`config.mk`:
```
export PLATFORM = sky130hd
export DESIGN_NAME = ps2_kbd_scheduler
export DESIGN_NICKNAME = d
export VERILOG_FILES = /design/src/rtl/ps2_kbd_pkg.sv /design/src/rtl/ps2_cmd_decoder.sv /design/src/rtl/ps2_kbd_scheduler.sv
export SDC_FILE = /design/constraint.sdc
export NUM_CORES = 1
export LEC_CHECK = 0
export ABC_AREA = 0
export BUFFER_PORTS_ARGS = -buffer_cell sky130_fd_sc_hd__clkbuf_2
export CAP_MARGIN = 0
export CORE_AREA = 5 5 112 61
export DETAILED_ROUTE_END_ITERATION = 8
export DIE_AREA = 0 0 117 66
export GPL_ROUTABILITY_DRIVEN = 0
export PLACE_DENSITY_LB_ADDON = 0.1
export RECOVER_POWER = 100
export SYNTH_ARGS = -nofsm -noshare
export SYNTH_HDL_FRONTEND = slang
export SYNTH_SLANG_ARGS = --single-unit
```
`constraint.sdc`:
```
create_clock -name clk -period 7.5 [get_ports clk]
set_clock_uncertainty 0.1 [all_clocks]
set_input_delay 1.875 -clock clk [delete_from_list [all_inputs] [get_ports clk]]
set_output_delay 1.875 -clock clk [all_outputs]
set_load 0.05 [all_outputs]
```
`src/rtl/ps2_kbd_pkg.sv`:
```
// Shared constants and types for the PS/2 keyboard transmit scheduler:
// host command codes, device reply codes and the response queue layout.
package ps2_kbd_pkg;

    localparam logic [7:0] CMD_RESET   = 8'hFF;
    localparam logic [7:0] CMD_ECHO    = 8'hEE;
    localparam logic [7:0] CMD_SETLED  = 8'hED;
    localparam logic [7:0] CMD_ENABLE  = 8'hF4;
    localparam logic [7:0] CMD_DISABLE = 8'hF5;
    localparam logic [7:0] CMD_READID  = 8'hF2;
    localparam logic [7:0] CMD_RESEND  = 8'hFE;

    localparam logic [7:0] RSP_ACK     = 8'hFA;
    localparam logic [7:0] RSP_BAT     = 8'hAA;
    localparam logic [7:0] RSP_ECHO    = 8'hEE;
    localparam logic [7:0] RSP_RESEND  = 8'hFE;
    localparam logic [7:0] RSP_ID0     = 8'hAB;
    localparam logic [7:0] RSP_ID1     = 8'h83;

    // bytes[0] is the head of the queue
    typedef struct packed {
        logic [2:0][7:0] bytes;
        logic [1:0]      count;
    } resp_q_t;

endpackage

```
`src/rtl/ps2_cmd_decoder.sv`:
```
// Combinational decode of one host byte into a reply list plus LED,
// scan-enable and argument-wait update strobes.
module ps2_cmd_decoder
    import ps2_kbd_pkg::*;
(
    input  logic [7:0]  host_data,
    input  logic        wait_arg,
    input  logic [7:0]  last_tx,
    output logic [23:0] resp_bytes,
    output logic [1:0]  resp_count,
    output logic        flush,
    output logic        led_wr,
    output logic [2:0]  led_val,
    output logic        scan_wr,
    output logic        scan_val,
    output logic        wait_wr,
    output logic        wait_val
);

    always_comb begin
        resp_bytes = '0;
        resp_count = 2'd0;
        flush      = 1'b0;
        led_wr     = 1'b0;
        led_val    = 3'b000;
        scan_wr    = 1'b0;
        scan_val   = 1'b0;
        wait_wr    = 1'b0;
        wait_val   = 1'b0;
        if (wait_arg && !host_data[7]) begin
            led_wr     = 1'b1;
            led_val    = host_data[2:0];
            resp_bytes = {16'h0000, RSP_ACK};
            resp_count = 2'd1;
            flush      = 1'b1;
            wait_wr    = 1'b1;
        end else if (host_data[7]) begin
            // a command byte always ends a pending LED argument wait
            wait_wr = wait_arg;
            case (host_data)
                CMD_RESET: begin
                    resp_bytes = {8'h00, RSP_BAT, RSP_ACK};
                    resp_count = 2'd2;
                    flush      = 1'b1;
                    led_wr     = 1'b1;
                    scan_wr    = 1'b1;
                    scan_val   = 1'b1;
                    wait_wr    = 1'b1;
                end
                CMD_ECHO: begin
                    resp_bytes = {16'h0000, RSP_ECHO};
                    resp_count = 2'd1;
                    flush      = 1'b1;
                end
                CMD_SETLED: begin
                    resp_bytes = {16'h0000, RSP_ACK};
                    resp_count = 2'd1;
                    flush      = 1'b1;
                    wait_wr    = 1'b1;
                    wait_val   = 1'b1;
                end
                CMD_ENABLE, CMD_DISABLE: begin
                    resp_bytes = {16'h0000, RSP_ACK};
                    resp_count = 2'd1;
                    flush      = 1'b1;
                    scan_wr    = 1'b1;
                    scan_val   = (host_data == CMD_ENABLE);
                end
                CMD_READID: begin
                    resp_bytes = {RSP_ID1, RSP_ID0, RSP_ACK};
                    resp_count = 2'd3;
                    flush      = 1'b1;
                end
                CMD_RESEND: begin
                    // resend leaves any pending replies in place
                    resp_bytes = {16'h0000, last_tx};
                    resp_count = 2'd1;
                end
                default: begin
                    resp_bytes = {16'h0000, RSP_RESEND};
                    resp_count = 2'd1;
                    flush      = 1'b1;
                end
            endcase
        end
    end

endmodule

```
`src/rtl/ps2_kbd_scheduler.sv`:
```
// Shares the PS/2 device-to-host channel between host-command replies
// (strict priority) and the key scancode stream, with a minimum inter-byte gap.
module ps2_kbd_scheduler
    import ps2_kbd_pkg::*;
#(
    parameter int GAP_CYCLES = 1000
) (
    input  logic       clk,
    input  logic       reset,
    input  logic [7:0] key_scancode,
    input  logic       key_send,
    output logic       key_ready,
    input  logic [7:0] host_data,
    input  logic       host_valid,
    input  logic       tx_ready,
    output logic [7:0] tx_data,
    output logic       tx_send,
    output logic [2:0] leds,
    output logic       scan_enabled
);

    localparam int CW = $clog2(GAP_CYCLES + 1);

    logic          tx_send_reg, tx_send_next;
    logic [7:0]    tx_data_reg, tx_data_next;
    logic [2:0]    leds_reg;
    logic          scan_en_reg;
    logic          wait_arg_reg;
    logic [7:0]    last_tx_reg;
    logic [CW-1:0] gap_cnt_reg;
    resp_q_t       q_reg, q_base, q_next;

    logic [23:0] dec_bytes;
    logic [1:0]  dec_count;
    logic        dec_flush, dec_led_wr, dec_scan_wr, dec_scan_val;
    logic        dec_wait_wr, dec_wait_val;
    logic [2:0]  dec_led_val;
    logic [7:0]  dec_byte [3];
    logic        channel_free;

    ps2_cmd_decoder u_dec (
        .host_data  (host_data),
        .wait_arg   (wait_arg_reg),
        .last_tx    (last_tx_reg),
        .resp_bytes (dec_bytes),
        .resp_count (dec_count),
        .flush      (dec_flush),
        .led_wr     (dec_led_wr),
        .led_val    (dec_led_val),
        .scan_wr    (dec_scan_wr),
        .scan_val   (dec_scan_val),
        .wait_wr    (dec_wait_wr),
        .wait_val   (dec_wait_val)
    );

    for (genvar gi = 0; gi < 3; gi++) begin : g_unpack
        assign dec_byte[gi] = dec_bytes[gi*8 +: 8];
    end

    assign channel_free = tx_ready && (gap_cnt_reg == '0) && !tx_send_reg;
    assign key_ready    = reset && channel_free && (q_reg.count == 2'd0)
                          && scan_en_reg && !host_valid;

    always_comb begin
        q_base       = q_reg;
        tx_send_next = 1'b0;
        tx_data_next = tx_data_reg;
        if (channel_free && q_reg.count != 2'd0) begin
            tx_send_next = 1'b1;
            tx_data_next = q_reg.bytes[0];
            q_base.bytes = {8'h00, q_reg.bytes[2:1]};
            q_base.count = q_reg.count - 2'd1;
        end else if (key_send && key_ready) begin
            tx_send_next = 1'b1;
            tx_data_next = key_scancode;
        end
        // a flushing command replaces whatever is left after this cycle's pop
        q_next = q_base;
        if (host_valid) begin
            if (dec_flush) q_next = '0;
            for (int i = 0; i < 3; i++) begin
                if (i < int'(dec_count) && q_next.count != 2'd3) begin
                    q_next.bytes[q_next.count] = dec_byte[i];
                    q_next.count = q_next.count + 2'd1;
                end
            end
        end
    end

    always_ff @(posedge clk) begin
        if (!reset) begin
            tx_send_reg  <= 1'b0;
            tx_data_reg  <= 8'h00;
            leds_reg     <= 3'b000;
            scan_en_reg  <= 1'b1;
            wait_arg_reg <= 1'b0;
            last_tx_reg  <= 8'h00;
            gap_cnt_reg  <= '0;
            q_reg        <= '0;
        end else begin
            tx_send_reg <= tx_send_next;
            tx_data_reg <= tx_data_next;
            q_reg       <= q_next;
            if (tx_send_reg) begin
                gap_cnt_reg <= CW'(GAP_CYCLES);
                last_tx_reg <= tx_data_reg;
            end else if (gap_cnt_reg != '0) begin
                gap_cnt_reg <= gap_cnt_reg - 1'b1;
            end
            if (host_valid && dec_led_wr)  leds_reg     <= dec_led_val;
            if (host_valid && dec_scan_wr) scan_en_reg  <= dec_scan_val;
            if (host_valid && dec_wait_wr) wait_arg_reg <= dec_wait_val;
        end
    end

    assign tx_send      = tx_send_reg;
    assign tx_data      = tx_data_reg;
    assign leds         = leds_reg;
    assign scan_enabled = scan_en_reg;

endmodule

```
# == Yosys cells after proc, flatten, opt, wreduce, memory -nomap -nowiden ==
# Cells that the tools add are included.
# classes
addsub,5
mul,0
div,0
n_lt_le_gt_ge,9
n_eq_ne,10
shift,0
n_mux,49
n_bitwise,1
reduce_logical,32
# op_table
operator,n
26-bit 2-to-1 mux,9
24-bit one-hot mux with 5 select lines,1
24-bit bitwise mux,3
8-bit equality test (second input constant),7
8-bit demux with 2-bit select,3
24-bit 2-to-1 mux,2
8-bit 2-to-1 mux,5
10-bit 2-to-1 mux,2
1-bit 2-to-1 mux,19
1-bit logical AND,18
10-bit logical NOT,1
10-bit nonzero test,1
10-bit by 1-bit subtractor with 10-bit output (second input constant),1
2-bit by 3-bit less-than comparator with 1-bit output (second input constant),3
2-bit by 1-bit adder with 2-bit output (second input constant),3
2-bit by 1-bit greater-or-equal comparator with 1-bit output (second input constant),3
2-bit != test (second input constant),3
2-bit nonzero test,3
2-bit OR reduction,3
3-bit OR reduction,2
1-bit by 2-bit less-than comparator with 1-bit output (first input constant),2
2-bit 2-to-1 mux,2
2-bit one-hot mux with 2 select lines,1
1-bit logical NOT,3
other kinds (6),6
# totals
reg_bits,58
latchBits,0
ram_bits,0
mem_bits_ro,0
output_inout_bits,14
wordCells,118
n_memories,0

# == Depth between registers and ports, before layout ==
# Gate-level depths: netlist (run 1).
# logic_depth
depth_word,28
mapped_depth,22
ltp_nobuf,21

# == Cells and area by module ==
# From an unflattened synthesis (run 1), not the netlist that was laid out.
# hier_totals
cells_unflattened,489
area_unflattened_um2,4119.0
# by_module_without_submodules
module,n_inst,cells_per_inst,area_per_inst_um2,seq_area_each_um2
ps2_kbd_scheduler,1,421,3673.5,1161.1
ps2_cmd_decoder,1,68,445.4,0.0

# == Worst setup path after synthesis (run 1) ==
# Ideal clock, no wire load.
# synth_path
path_type,input to register
startpoint,in tx_ready
endpoint,reg q_reg[11] (netlist bit)
setup_time_ns,0.120
arrival_ns,5.681
required_time_ns,7.280
setup_slack_ns,1.599
cell_stages,18
path_cell_list,or3b_2 or4_4 clkbuf_1 o211ai_1 o21a_1 inv_1 ha_1 nor2b_1 o21ai_0 nor2_1 nor2_1 ha_1 nand2b_1 nor4_1 nand2_1 nand2_1 nor3_1 a211o_1
# synth_via
elab_chain_cells,21
# synth_rtl
item,line_no,rtl
start: declaration,ps2_kbd_scheduler.sv:15,"input logic tx_ready,"
1-bit logical AND * (2 in series),ps2_kbd_scheduler.sv:60,assign channel_free = tx_ready && (gap_cnt_reg == '0) && !tx_send_reg;
1-bit logical AND *,ps2_kbd_scheduler.sv:68,if (channel_free && q_reg.count != 2'd0) begin
26-bit 2-to-1 mux *,ps2_kbd_scheduler.sv:68,
"parallel branches: the longest is 16 deep, another holds 2-bit by 3-bit less-than comparator with 1-bit output",-,
26-bit 2-to-1 mux *,ps2_kbd_scheduler.sv:79,if (host_valid) begin
end signal: assignment,ps2_kbd_scheduler.sv:103,q_reg <= q_next;
end: declaration,ps2_kbd_scheduler.sv:31,"resp_q_t q_reg, q_base, q_next;"
# Every way passes the cells marked *. The select of a mux whose other input is x is not followed.
# A chain may end at the register's enable or synchronous reset.

# == Final worst setup path (run 1) ==
# layout_path
startpoint,in host_data[7]
endpoint,reg q_reg[11] (netlist bit)
# layout_via
elab_chain_cells,21
# layout_rtl
item,line_no,rtl
start: declaration,ps2_kbd_scheduler.sv:13,"input logic [7:0] host_data,"
"parallel branches: the longest is 19 deep, another holds 2-bit by 1-bit adder with 2-bit output",-,
26-bit 2-to-1 mux *,ps2_kbd_scheduler.sv:82,if (i < int'(dec_count) && q_next.count != 2'd3) begin
26-bit 2-to-1 mux *,ps2_kbd_scheduler.sv:79,
# Marked as above.

==> results of run 1 <==
[cells in the mapped netlist (all sizes together) (3+ instances only)]
cell type  instances  area share
a211oi             3       0.015
nor3               8       0.012
xor2               4       0.011
o211ai             3      0.0070
nand4              3      0.0058
and2               3      0.0058
inv               13       0.015
o41ai              3      0.0082
nor2              46       0.054
dfxtp             58        0.36
nor4               6       0.016
or2                4      0.0078
ha                11       0.043
nor2b              7       0.014
a211o              3      0.0082
a221o              4       0.012
a22oi              3      0.0070
mux2i             15       0.047
or4                3      0.0082
nand2b             7       0.014
o21ai              9       0.014
or3                5       0.011
nand3             16       0.026
a21oi             20       0.031
a311oi            11       0.030
nand2             61       0.071
clkbuf            16       0.019
buf                8       0.012
o21a               6       0.014
[logic make-up after synthesis]
group           count (synthesis)  synth area share
xor+xnor                        6            0.0163
buf+inv                        38            0.0466
mux                            15            0.0466
simple gates                  180             0.275
flops                          58             0.360
fa+ha+maj                      11            0.0427
compound gates                 90             0.213
[routing by layer]
layer,global-route usage,share of wire
met1,0.366,0.49
met4,0.0815,0.013
met2,0.322,0.39
met3,0.0740,0.10
met5,0,0
[final cells by class]
cell class / count / area share
clock inverter: 5 / 0.0170
sequential: 58 / 0.316
multi-input combinational: 302 / 0.512
tap: 77 / 0.0262
inverter: 14 / 0.0143
timing repair buffer: 37 / 0.0460
clock buffer: 11 / 0.0688
[path summary, 6_finish.rpt]
check,slack (ns),startpoint,depth (start not counted),end
setup / recovery,0.65,host_data[7],18,q_reg[11]$_SDFF_PN0_
hold / removal,0.35,q_reg[24]$_SDFF_PN0_,2,q_reg[24]$_SDFF_PN0_
setup reg to reg,1.59,q_reg[0]$_SDFF_PN0_,19,q_reg[11]$_SDFF_PN0_
hold reg to reg,0.35,q_reg[24]$_SDFF_PN0_,2,q_reg[24]$_SDFF_PN0_
[metrics by stage]
step	area (um^2)	setup WS (ns)	instances	utilization	hold slack (ns)
2_1_floorplan	3220	1.60	398	-	0.323
3_3_place_gp	3410	1.02	488	0.588	0.333
3_5_place_dp	3410	0.824	488	0.588	0.341
4_1_cts	3730	1.07	504	0.642	0.349
5_1_grt	3670	0.370	504	0.633	0.377
6_report	3670	0.654	504	0.633	0.348
[worst max-delay path, cell delays in order]
cell and delay, ns:
clkbuf_1 0.35, nand4_1 0.28, or2_0 0.65, o32ai_1 0.42, o21a_1 0.25, inv_1 0.10
ha_1 0.21, nor2b_1 0.14, o21ai_0 0.16, nor2_1 0.32, nor2_1 0.13, ha_1 0.23
nand2b_1 0.15, nor4_1 0.86, nand2_1 0.20, nand2_1 0.15, nor3_1 0.11, a211o_1 0.35
[power groups by stage]
stage	clock, mW	combinational [mW]	sequential, mW
after detailed placement	0	0.244	0.372
after global placement	0	0.239	0.371
after floorplan	0	0.190	0.377
after global routing	0.448	0.272	0.371
final	0.424	0.244	0.366
after CTS	0.429	0.247	0.366
[cell usage in the layout (no fill, tap or decap), types with 3 or more instances in the layout]
cell type	netlist	layout
nand2_1	61	61
dfxtp_1	58	58
nor2_1	46	46
a21oi_1	20	20
clkbuf_2	0	18
clkbuf_1	16	17
nand3_1	15	16
mux2i_1	15	15
inv_1	13	13
a311oi_1	11	11
ha_1	11	11
o21ai_0	8	9
clkbuf_16	0	9
nor3_1	8	8
nor2b_1	7	7
nand2b_1	7	7
o21a_1	6	6
nor4_1	5	5
or3_1	4	4
a221o_1	4	4
xor2_1	4	4
nand4_1	3	3
or2_2	4	3
o211ai_1	3	3
a211oi_1	1	3
o41ai_1	3	3
a22oi_1	3	3
a211o_1	3	3
==> results.cfg, run 1 <==
[global_route]
antenna_found_initial = 0
grt_pass1_wl_um = 14400
grt_overflow = 0
grt_pass1_vias = 2760
grtUsageTotal = 0.243
grt_max_degree = 31

[cts]
clockBufferDepth = 2
cts_setup_buffers = 0
cts.sinks = 58
cts_root_buf = clkbuf_16
cts-buffers-inserted = 9
h-tree-depth = 3
clk_latency_ns = 0.34
cts.clk_slew.worst_paths_ns = 0.05
cts_resized = 0
cts_tree = done
hold_buffers = 0

[synthesis]
synth-seq-area-share = 0.360
synth.avg_cell_area_um2 = 8.10
ys_ff_latch = 58
synthCells = 398
yosys_warnings = 0
yosysUniqueCellTypes = 63
netlist_area_mm2 = 0.00322
synth_edf_count = 0
syn_nets = 430
ys.flop_type = dfxtp_1
async_reset_ff_frac = 0

[critical_path]
end_kind = flip-flop
crit_fanout = 17
critPathKind = input port to flip-flop
arrival_ns = 6.97
start_kind = input port
worstPathRequired_ns = 7.62

[outcome]
outcome = finished, violations left
violations = max-capacitance violations, max-slew violations

[power]
combPwrFrac = 0.236
p_seq_frac = 0.354
p_total_mw = 1.03
p_per_area_mw_per_mm2 = 281
clkPwrFrac = 0.410
swShare = 0.323
p_int_uw = 699
p_leak_nw = 1.42
switching_power_uw = 334
ir_drop_mv = 0.181

[floorplanning]
pin_count = 35
die_h_um = 66
fp.coreArea_mm2 = 0.00581
rows = 20
dieArea_mm2 = 0.00772
dieWidth_um = 117
start_util = 0.555

[final_layout]
final-seq-area_mm2 = 0.00116
multi_input_area_mm2 = 0.00188
drive_above_1_share = 0.103
largest_reg_flops = 26
num-fill-cells = 532
num_antenna_cells = 0
num-nets-final = 454
syn_to_final_growth_pct = 14.1

[sta]
tns_ns = 0
rsz0062_at_grt = false
max_freq_ghz = 0.146
setup_violations = 0
max_slew_margin = -0.421
hold_viol = 0
finalCriticalPeriod_ns = 6.85
maxSlewViolCount = 18
tightest_slew_ns = 2.12
min_period_over_period = 0.913

[drt]
drtIter0Drc = 292
vias = 3077
viasPerCell = 6.11
first_pass_iters = 5
avgRoutedWirePerCell_um = 17.0
finalWirelength_um = 8590
drc = 0
ant_nets = 0

[placement]
dp_hpwl_um = 6110
portBuffers = 34

[flow_run]
max_cap_viol_count = 1

[min_path]
hold_class = flip-flop to flip-flop
Note: power is estimated with default switching activity, not from simulation.
==> run 2: changes to the inputs <==
--- a/config.mk
+++ b/config.mk
@@ -8,9 +8,9 @@
 export ABC_AREA = 0
 export BUFFER_PORTS_ARGS = -buffer_cell sky130_fd_sc_hd__clkbuf_2
 export CAP_MARGIN = 0
-export CORE_AREA = 5 5 112 61
+export CORE_AREA = 2 2 109 58
 export DETAILED_ROUTE_END_ITERATION = 8
-export DIE_AREA = 0 0 117 66
+export DIE_AREA = 0 0 111 60
 export GPL_ROUTABILITY_DRIVEN = 0
 export PLACE_DENSITY_LB_ADDON = 0.1
 export RECOVER_POWER = 100
==> constraint.sdc (replaced) <==
create_clock -name clk -period 6.8 [get_ports clk]
set_clock_uncertainty 0.1 [all_clocks]
set_input_delay 1.7 -clock clk [delete_from_list [all_inputs] [get_ports clk]]
set_output_delay 1.7 -clock clk [all_outputs]
set_load 0.05 [all_outputs]
==> run 2 against run 1 <==
Effect of this change: the run still ends with max-capacitance violations, max-slew violations left; worst hold slack better by 0.0070 ns; register-to-register slack got worse by 0.16 ns; cell area down 0.27%; final cell count rose by 0.20%; largest cell class unchanged; non-clock buffer count increased by 1; critical path depth fell by 11; count of clock-buffer cells in the layout grew 1; setup slack worse by 0.058 ns; clock power up 7.5%; largest power group unchanged; global-route usage up 2.8 points; utilization up 0.10 points; die area decreased by 14%.
==> results.cfg, run 2 (synthesis results as in run 1) <==
[critical_path]
crit_path_start = reset
crit_top_cell = clkbuf_1
cp_top_family = buffers and inverters
cp_num_buf_inv = 4
crit_path_top_delay_cell = clkbuf_1
worstPathRequired_ns = 5.00
start_kind = input port
path_cells = clkbuf_1 > clkinv_1 > clkbuf_1 > nor2_1 > nand3_1 > nor3_1 > clkbuf_1
end_kind = primary output
arrival_ns = 4.40
critPathKind = input port to primary output
critPathMaxStageDelay_ns = 0.78
crit_fanout = 26
r2r_start = q_reg[0]$_SDFF_PN0_

[cts]
hold_buffers = 0
h-tree-depth = 3
cts_setup_buffers = 0
clockBufferDepth = 2
clk_latency_ns = 0.32
cts_tree = done
cts.sinks = 58
cts-buffers-inserted = 9
cts.clk_slew.worst_paths_ns = 0.05
cts_root_buf = clkbuf_16
cts_resized = 0

[sta]
maxSlewViolCount = 18
rsz0062_at_grt = false
hold_viol = 0
tns_ns = 0
setup_violations = 0
min_period_over_period = 0.912
max_freq_ghz = 0.161
max_slew_margin = -0.309
tightest_slew_ns = 1.95
finalCriticalPeriod_ns = 6.20

[global_route]
grt_overflow = 0
grt_max_degree = 31
grtUsageTotal = 0.271
antenna_found_initial = 0
grt_pass1_wl_um = 14200
grt_pass1_vias = 2878

[final_layout]
drive_above_1_share = 0.100
final_common_cell = nand2_1
num-fill-cells = 507
layoutNonFillerInstCount = 505
multi_input_area_mm2 = 0.00188
largest_reg_flops = 26
syn_to_final_growth_pct = 13.7
num_antenna_cells = 0
mostFrequentLayoutCells = nand2_1, dfxtp_1, nor2_1
num-nets-final = 455
final-seq-area_mm2 = 0.00116

[power]
ir_drop_mv = 0.216
p_per_area_mw_per_mm2 = 310
p_leak_nw = 1.41

[floorplanning]
fp.coreArea_mm2 = 0.00578
rows = 20
die_h_um = 60
dieArea_mm2 = 0.00666
pin_count = 35
start_util = 0.557
dieWidth_um = 111

[drt]
finalWirelength_um = 8660
vias = 3059
avgRoutedWirePerCell_um = 17.1
first_pass_iters = 7
ant_nets = 0
drc = 0
drtIter0Drc = 249
viasPerCell = 6.06

[placement]
portBuffers = 34
dp_hpwl_um = 6110
dp.cells = 489

[outcome]
violations = max-capacitance violations, max-slew violations
outcome = finished, violations left

[min_path]
min-delay-start = q_reg[24]$_SDFF_PN0_
hold_class = flip-flop to flip-flop

[flow_run]
max_cap_viol_count = 1
==> run 2: power by group <==
part           leakage, nW  switching (mW)  total [mW]  internal, mW
logic                0.799           0.180       0.277        0.0965
registers            0.471          0.0318       0.404         0.372
clock network        0.145           0.154       0.456         0.303
total                 1.41           0.366        1.14         0.771
==> run 2: metrics by stage <==
step,utilization,setup slack (ns),total power [mW],cell area [um^2],hold WS [ns]
floorplan,-,1.07,0.626,3220,0.323
global placement,0.592,0.942,0.672,3420,0.339
detailed placement,0.592,0.767,0.681,3420,0.346
CTS,0.645,1.06,1.14,3730,0.353
global route,0.634,0.346,1.19,3660,0.369
finish,0.634,0.596,1.14,3660,0.355
==> run 2: layout make-up <==
type                            count  area share
Multi-Input combinational cell    302       0.512
Inverter                           14      0.0143
Timing Repair Buffer               38      0.0468
Clock inverter                      4      0.0137
Sequential cell                    58       0.317
Clock buffer                       12      0.0700
Tap cell                           77      0.0263
==> run 2: tightest hold or removal path, stage by stage, from the launching register on <==
cell and delay, ns:
dfxtp_1 0.31, nand2_1 0.05, nand2_1 0.04
==> run 2: metal layers <==
metal	wire length, um	vias up	GRT usage
li1	-	1480	-
met1	4120	1411	0.378
met2	3580	155	0.417
met3	857	13	0.0832
met4	98	0	0.0661
met5	0	-	0
==> run 2: worst paths after layout <==
| kind | to | slack (ns) | depth (start not counted) |
|---|---|---|---|
| worst min-delay path | q_reg[24]$_SDFF_PN0_ | 0.36 | 2 |
| worst min register to register | q_reg[24]$_SDFF_PN0_ | 0.36 | 2 |
| worst max-delay path | key_ready | 0.60 | 7 |
| worst max register to register | q_reg[17]$_SDFF_PN0_ | 1.43 | 20 |
